--- src/rtl/avalon_mm_pipeline_bridge.sv ---
// Avalon-MM pipeline bridge.
// The command path goes through a 2-entry skid buffer: an output register plus
// one spare entry. The response path goes through one register stage.
// Outstanding read beats are counted, and reads are held back while their
// burst would push the count past MAX_PENDING_RD.
//
// Handshake semantics (both ports, Avalon-MM pipelined):
//   a command transfers on a clock edge where (read|write) is high and
//   waitrequest is low. While waitrequest is high, the issuer keeps every
//   command field stable. Read beats and write responses are pushed without
//   backpressure.
module avalon_mm_pipeline_bridge #(
    parameter int ADDR_W         = 32,
    parameter int DATA_W         = 32,
    parameter int BURST_W        = 11,
    parameter int MAX_PENDING_RD = 1024,
    localparam int BE_W          = DATA_W / 8,
    localparam int PEND_W        = $clog2(MAX_PENDING_RD + 1)
) (
    input  logic               aclk,
    input  logic               arst,

    input  logic [ADDR_W-1:0]  s_address,
    input  logic [BE_W-1:0]    s_byteenable,
    input  logic               s_read,
    input  logic               s_write,
    input  logic [DATA_W-1:0]  s_writedata,
    input  logic [BURST_W-1:0] s_burstcount,
    output logic               s_waitrequest,
    output logic [DATA_W-1:0]  s_readdata,
    output logic [1:0]         s_response,
    output logic               s_readdatavalid,
    output logic               s_writeresponsevalid,

    output logic [ADDR_W-1:0]  m_address,
    output logic [BE_W-1:0]    m_byteenable,
    output logic               m_read,
    output logic               m_write,
    output logic [DATA_W-1:0]  m_writedata,
    output logic [BURST_W-1:0] m_burstcount,
    input  logic               m_waitrequest,
    input  logic [DATA_W-1:0]  m_readdata,
    input  logic [1:0]         m_response,
    input  logic               m_readdatavalid,
    input  logic               m_writeresponsevalid,

    output logic [PEND_W-1:0]  pending_rd,
    output logic               rsp_err
);

    // Wide enough to hold pending_rd plus any burst length without overflow.
    localparam int SUM_W = ((PEND_W > BURST_W) ? PEND_W : BURST_W) + 1;

    // A read burst larger than the credit pool could never be issued.
    if (MAX_PENDING_RD < 2 ** (BURST_W - 1)) begin : g_bad_cfg
        $fatal(1, "MAX_PENDING_RD must be at least 2**(BURST_W-1)");
    end

    typedef struct packed {
        logic               rd;
        logic               wr;
        logic [ADDR_W-1:0]  addr;
        logic [BE_W-1:0]    be;
        logic [DATA_W-1:0]  wdata;
        logic [BURST_W-1:0] burst;
    } cmd_t;

    cmd_t             in_cmd;
    cmd_t             out_cmd;
    cmd_t             out_cmd_n;
    cmd_t             spare_cmd;
    cmd_t             spare_cmd_n;
    logic             out_valid;
    logic             out_valid_n;
    logic             spare_valid;
    logic             spare_valid_n;
    logic             wait_q;

    logic             accept;
    logic             xfer;
    logic             rd_xfer;
    logic             out_free;
    logic             credit_ok;
    logic             beat_ok;
    logic [SUM_W-1:0] rd_len;
    logic [SUM_W-1:0] pend_ext;
    logic [SUM_W-1:0] pend_next;

    // Capture the upstream command. When read and write are both high, the
    // read wins and the write is dropped.
    always_comb begin
        in_cmd       = '0;
        in_cmd.rd    = s_read;
        in_cmd.wr    = s_write & ~s_read;
        in_cmd.addr  = s_address;
        in_cmd.be    = s_byteenable;
        in_cmd.wdata = s_writedata;
        in_cmd.burst = s_burstcount;
    end

    // Work out read credit and the transfer handshakes on both sides.
    always_comb begin
        accept    = (s_read | s_write) & ~wait_q;
        rd_len    = (out_cmd.burst == '0) ? SUM_W'(1) : SUM_W'(out_cmd.burst);
        pend_ext  = SUM_W'(pending_rd);
        credit_ok = (pend_ext + rd_len) <= SUM_W'(MAX_PENDING_RD);
        m_read    = out_valid & out_cmd.rd & credit_ok;
        m_write   = out_valid & out_cmd.wr;
        xfer      = (m_read | m_write) & ~m_waitrequest;
        rd_xfer   = m_read & ~m_waitrequest;
        out_free  = ~out_valid | xfer;
    end

    assign m_address     = out_cmd.addr;
    assign m_byteenable  = out_cmd.be;
    assign m_writedata   = out_cmd.wdata;
    assign m_burstcount  = out_cmd.burst;
    assign s_waitrequest = wait_q;

    // Skid buffer next state. The spare entry is filled only when the output
    // entry cannot advance, and it always drains into the output entry first,
    // so the order of commands is kept.
    always_comb begin
        out_valid_n   = out_valid;
        out_cmd_n     = out_cmd;
        spare_valid_n = spare_valid;
        spare_cmd_n   = spare_cmd;
        if (out_free) begin
            if (spare_valid) begin
                out_valid_n   = 1'b1;
                out_cmd_n     = spare_cmd;
                spare_valid_n = accept;
                if (accept) begin
                    spare_cmd_n = in_cmd;
                end
            end else begin
                out_valid_n = accept;
                if (accept) begin
                    out_cmd_n = in_cmd;
                end
            end
        end else if (accept) begin
            spare_valid_n = 1'b1;
            spare_cmd_n   = in_cmd;
        end
    end

    // Skid buffer registers. waitrequest mirrors spare occupancy, and it is
    // held high through reset.
    always_ff @(posedge aclk or negedge arst) begin
        if (!arst) begin
            out_valid   <= 1'b0;
            out_cmd     <= '0;
            spare_valid <= 1'b0;
            spare_cmd   <= '0;
            wait_q      <= 1'b1;
        end else begin
            out_valid   <= out_valid_n;
            out_cmd     <= out_cmd_n;
            spare_valid <= spare_valid_n;
            spare_cmd   <= spare_cmd_n;
            wait_q      <= spare_valid_n;
        end
    end

    // Net change to the outstanding-beat count. A beat that arrives when the
    // count is already zero is unexpected, so it does not decrement.
    always_comb begin
        beat_ok   = m_readdatavalid & (pending_rd != '0);
        pend_next = pend_ext
                  + (rd_xfer ? rd_len : '0)
                  - (beat_ok ? SUM_W'(1) : '0);
    end

    // Outstanding read counter and sticky unexpected-beat flag.
    always_ff @(posedge aclk or negedge arst) begin
        if (!arst) begin
            pending_rd <= '0;
            rsp_err    <= 1'b0;
        end else begin
            pending_rd <= PEND_W'(pend_next);
            rsp_err    <= rsp_err | (m_readdatavalid & (pending_rd == '0));
        end
    end

    // Response stage with one cycle of latency. Data and response hold their
    // last value between valid beats.
    always_ff @(posedge aclk or negedge arst) begin
        if (!arst) begin
            s_readdatavalid      <= 1'b0;
            s_writeresponsevalid <= 1'b0;
            s_readdata           <= '0;
            s_response           <= 2'b00;
        end else begin
            s_readdatavalid      <= m_readdatavalid;
            s_writeresponsevalid <= m_writeresponsevalid;
            if (m_readdatavalid) begin
                s_readdata <= m_readdata;
            end
            if (m_readdatavalid | m_writeresponsevalid) begin
                s_response <= m_response;
            end
        end
    end

endmodule

--- config.mk ---
export PLATFORM = sky130hd
export DESIGN_NAME = avalon_mm_pipeline_bridge
export DESIGN_NICKNAME = d
export VERILOG_FILES = /design/src/rtl/avalon_mm_pipeline_bridge.sv
export SDC_FILE = /design/constraint.sdc
export NUM_CORES = 1
export LEC_CHECK = 0
export CAP_MARGIN = 10
export CORE_UTILIZATION = 50
export CTS_CLUSTER_SIZE = 25
export DETAILED_ROUTE_END_ITERATION = 10
export DONT_BUFFER_PORTS = 1
export SYNTH_ARGS = -nofsm -noshare
export SYNTH_HDL_FRONTEND = slang
export SYNTH_SLANG_ARGS = --single-unit
--- constraint.sdc ---
create_clock -name aclk -period 6.31 [get_ports aclk]
set_input_delay 0.631 -clock aclk [delete_from_list [all_inputs] [get_ports aclk]]
set_output_delay 0.631 -clock aclk [all_outputs]
set_load 0.01 [all_outputs]
==> impl_metrics.sql <==
INSERT INTO impl_metrics (metric_group, metric, value, unit) VALUES
('die', 'initial_core_util', '50.9', '%'),
('clock_tree', 'clock_tree.buffer_depth', '3', ''),
('timing', 'postLayoutSetupSlackWorst', '621', 'ps'),
('job', 'max_cap_viol_count', '0', ''),
('cells_and_area', 'final_nets', '961', ''),
('placed_design', 'placement.cell_area', '0.0102', 'mm^2'),
('synthesis', 'post-synth-top-count-cell', 'dfrtp_1', ''),
('critical_path', 'biggest_cell_delay_along_the_critical_path', '570', 'ps'),
('critical_path', 'path_cells', 'nor4_1 > a31o_2 > ha_1 > fa_1 > a211o_1 > a221oi_4 > nand3b_1 > a31oi_1 > o41ai_4 > and3_1 > nand2_1 > ha_1 > inv_1 > ha_1 > inv_1 > fa_1 > inv_1 > a21o_1 > a21oi_1 > o211ai_1 > o211ai_1 > nor2_1 > a211oi_1 > xnor2_1', ''),
('drt', 'drt-total-wl', '22.9', 'mm'),
('critical_path', 'path_delay_family', 'compound AO/OA/AOI/OAI gates', ''),
('drt', 'routed_vias_inst', '5.85', ''),
('status', 'run_status', 'finished clean', ''),
('drt', 'drc', '0', ''),
('critical_path', 'timing.critical_path.depth', '24', ''),
('worst_hold_path', 'min_path_type', 'in2async', ''),
('drt', 'route.vias.total', '6446', ''),
('placed_design', 'port_buffers', '0', ''),
('clock_tree', 'clock_tree_from_tritoncts', 'done', ''),
('drt', 'wl_per_cell', '20.8', 'um'),
('synthesis', 'post_synth_instance_area', '0.0107', 'mm^2'),
('power_and_ir_drop', 'pwr_density_cell', '662', 'mW/mm^2'),
('clock_tree', 'post-cts-setup-buffer-count', '0', ''),
('synthesis', 'synth_flop_cell', 'dfrtp_1', ''),
('critical_path', 'arrival', '6070', 'ps'),
('die', 'die_height', '148', 'um'),
('timing', 'slew_viol_final', '0', ''),
('global_route', 'grt_first_pass_wirelength', '36.7', 'mm'),
('die', 'design.die.area', '0.0219', 'mm^2'),
('placed_design', 'detailedPlace.worstSlack', '749', 'ps'),
('timing', 'rsz0062_at_grt', 'no', ''),
('cells_and_area', 'final.fill_count', '1813', ''),
('clock_tree', 'clock_sink_count', '213', ''),
('synthesis', 'syn-mean-instance-area', '11.7', 'um^2'),
('global_route', 'grt.overflow.total', '0', ''),
('critical_path', 'worst_r2r_path_depth', '24', ''),
('critical_path', 'worstPathMaxFanout', '5', ''),
('synthesis', 'syn_inst', '912', ''),
('placed_design', 'hpwl', '15.0', 'mm'),
('timing', 'worst_hold_slack', '88.4', 'ps'),
('clock_tree', 'clockRootBuffer', 'clkbuf_16', ''),
('timing', 'worst_slew_margin', '17.7', '%'),
('clock_tree', 'cts.reportedPaths.clkPinSlew', '60', 'ps'),
('cells_and_area', 'area_delta_synth_final', '4.59', '%'),
('placed_design', 'routabilityCongestion', '0.885', ''),
('global_route', 'total_routing_usage_gr', '21.1', '%'),
('synthesis', 'synth_top_area_cell', 'dfrtp_1', ''),
('clock_tree', 'post_cts_hold_buffers', '1', ''),
('cells_and_area', 'antenna_cells', '0', ''),
('power_and_ir_drop', 'power.leakage', '0.00503', 'uW'),
('critical_path', 'worstSetupPathType', 'reg2reg', ''),
('drt', 'iteration_0_drc_count_of_the_detailed_router', '270', ''),
('synthesis', 'synthesis.nets', '1065', ''),
('synthesis', 'ys_top_cells_by_area', 'dfrtp_1, mux2_1, mux2i_1', ''),
('timing', 'final_period_minus_worst_setup_slack', '5690', 'ps'),
('clock_tree', 'postCtsResizedCells', '0', ''),
('die', 'core_area', '0.0210', 'mm^2'),
('synthesis', 'count_of_flip_flops_with_a_built_in_enable_after_synthesis', '0', ''),
('drt', 'detail_route.first_pass.iterations', '4', ''),
('global_route', 'first_global_vias', '6748', ''),
('timing', 'finalHoldViolCount', '0', ''),
('synthesis', 'yosysTopAreaCellShare', '49.7', '%'),
('timing', 'setup_violations', '0', ''),
('power_and_ir_drop', 'peakVddDrop', '0.456', 'mV'),
('synthesis', 'synth.ff_latch_count', '213', ''),
('global_route', 'grt_start_max_net_pins', '214', ''),
('synthesis', 'synth_seq_area_share', '49.9', '%'),
('cells_and_area', 'design_area', '0.0112', 'mm^2'),
('critical_path', 'end_kind', 'flop', ''),
('synthesis', 'synth-warning-count', '0', ''),
('critical_path', 'critical_path_buf_inv_count', '3', '');
[stage by stage]
| step | power [uW] | std cells |
|---|---|---|
| after global routing | 7950 | 1102 |
| after detailed placement | 5840 | 1055 |
| after global placement | 5690 | 1055 |
| after CTS | 7480 | 1102 |
| final | 7390 | 1102 |
| after floorplan | 5450 | 912 |
[layout by cell type, fill, tap and decap left out, types with 2 or more instances in the layout]
cell / n
o21a_1: 2
fa_1: 2
and2_1: 3
a211oi_1: 2
dfrtp_1: 211
and3_1: 2
a211o_1: 2
clkbuf_8: 8
o211ai_1: 4
bufinv_16: 5
nor3b_1: 2
ha_1: 31
clkbuf_16: 25
a31oi_1: 2
buf_4: 5
mux2_1: 79
a31o_2: 2
nand2_1: 23
a21o_1: 6
nor4_1: 4
nor2_1: 91
clkbuf_1: 3
nor3_1: 6
xor2_1: 5
mux2_2: 35
a22oi_1: 80
inv_1: 40
xnor2_1: 9
a21oi_1: 12
nand3_1: 4
mux2i_1: 81
clkinv_2: 4
o21ai_0: 7
[cells by family after synthesis]
kind of cell | count (synthesis) | share of synthesized area [%]
fa+ha+maj | 33 | 4.01
compound gates | 136 | 9.93
simple gates | 143 | 5.66
buf+inv | 178 | 9.69
mux | 195 | 19.6
flops | 213 | 49.9
xor+xnor | 14 | 1.15
[where the power goes]
| part | leakage, uW | switching [uW] | total, uW | internal [uW] |
|---|---|---|---|---|
| Sequential | 0.00241 | 641 | 2640 | 2000 |
| Combinational | 0.00216 | 1730 | 3180 | 1450 |
| Clock | 0.000460 | 557 | 1580 | 1020 |
| Total | 0.00503 | 2930 | 7390 | 4470 |
[worst reg2reg max path, stage by stage, from the launching register on]
cell	delay (ps)
dfrtp_1	570
nor4_1	110
a31o_2	260
ha_1	210
fa_1	400
a211o_1	350
a221oi_4	330
nand3b_1	160
a31oi_1	130
o41ai_4	460
and3_1	330
nand2_1	100
ha_1	280
inv_1	40
ha_1	190
inv_1	70
fa_1	200
inv_1	50
a21o_1	140
a21oi_1	310
o211ai_1	170
o211ai_1	200
nor2_1	100
a211oi_1	280
xnor2_1	110
[final cells by class]
| type | count | area [um^2] | area share, % |
|---|---|---|---|
| Sequential cell | 213 | 5340 | 47.8 |
| Multi-Input combinational cell | 521 | 4330 | 38.7 |
| Clock buffer | 36 | 747 | 6.69 |
| Tap cell | 275 | 344 | 3.08 |
| Clock inverter | 10 | 179 | 1.60 |
| Inverter | 40 | 150 | 1.34 |
| Timing Repair Buffer | 7 | 85.1 | 0.762 |
[layer usage]
layer	vias to the layer above	GRT usage (%)	routed length [um]
li1	2916	-	-
met1	3295	26.3	9360
met2	190	34.1	10800
met3	45	7.18	2120
met4	0	7.47	672
met5	-	0	0
[state kept, by name, indices dropped and copies added (netlist names)]
signal	count
m_address	32
m_burstcount	11
m_byteenable	4
m_writedata	32
out_cmd	2
out_valid	1
pending_rd	11
rsp_err	1
s_readdata	32
s_readdatavalid	1
s_response	2
s_waitrequest	1
s_writeresponsevalid	1
spare_cmd	81
spare_valid	1
[final timing paths]
kind / from / slack (ps) / to
setup / recovery: m_burstcount[10] / 620 / pending_rd[10]
hold / removal: arst / 90 / pending_rd[10]
setup reg to reg: m_burstcount[10] / 620 / pending_rd[10]
hold reg to reg: spare_cmd[72] / 490 / spare_cmd[72]
max in group asynchronous: arst / 5200 / m_address[29]
min in group aclk: m_writeresponsevalid / 130 / s_writeresponsevalid
No activity file was read; power rests on OpenSTA's default activity.
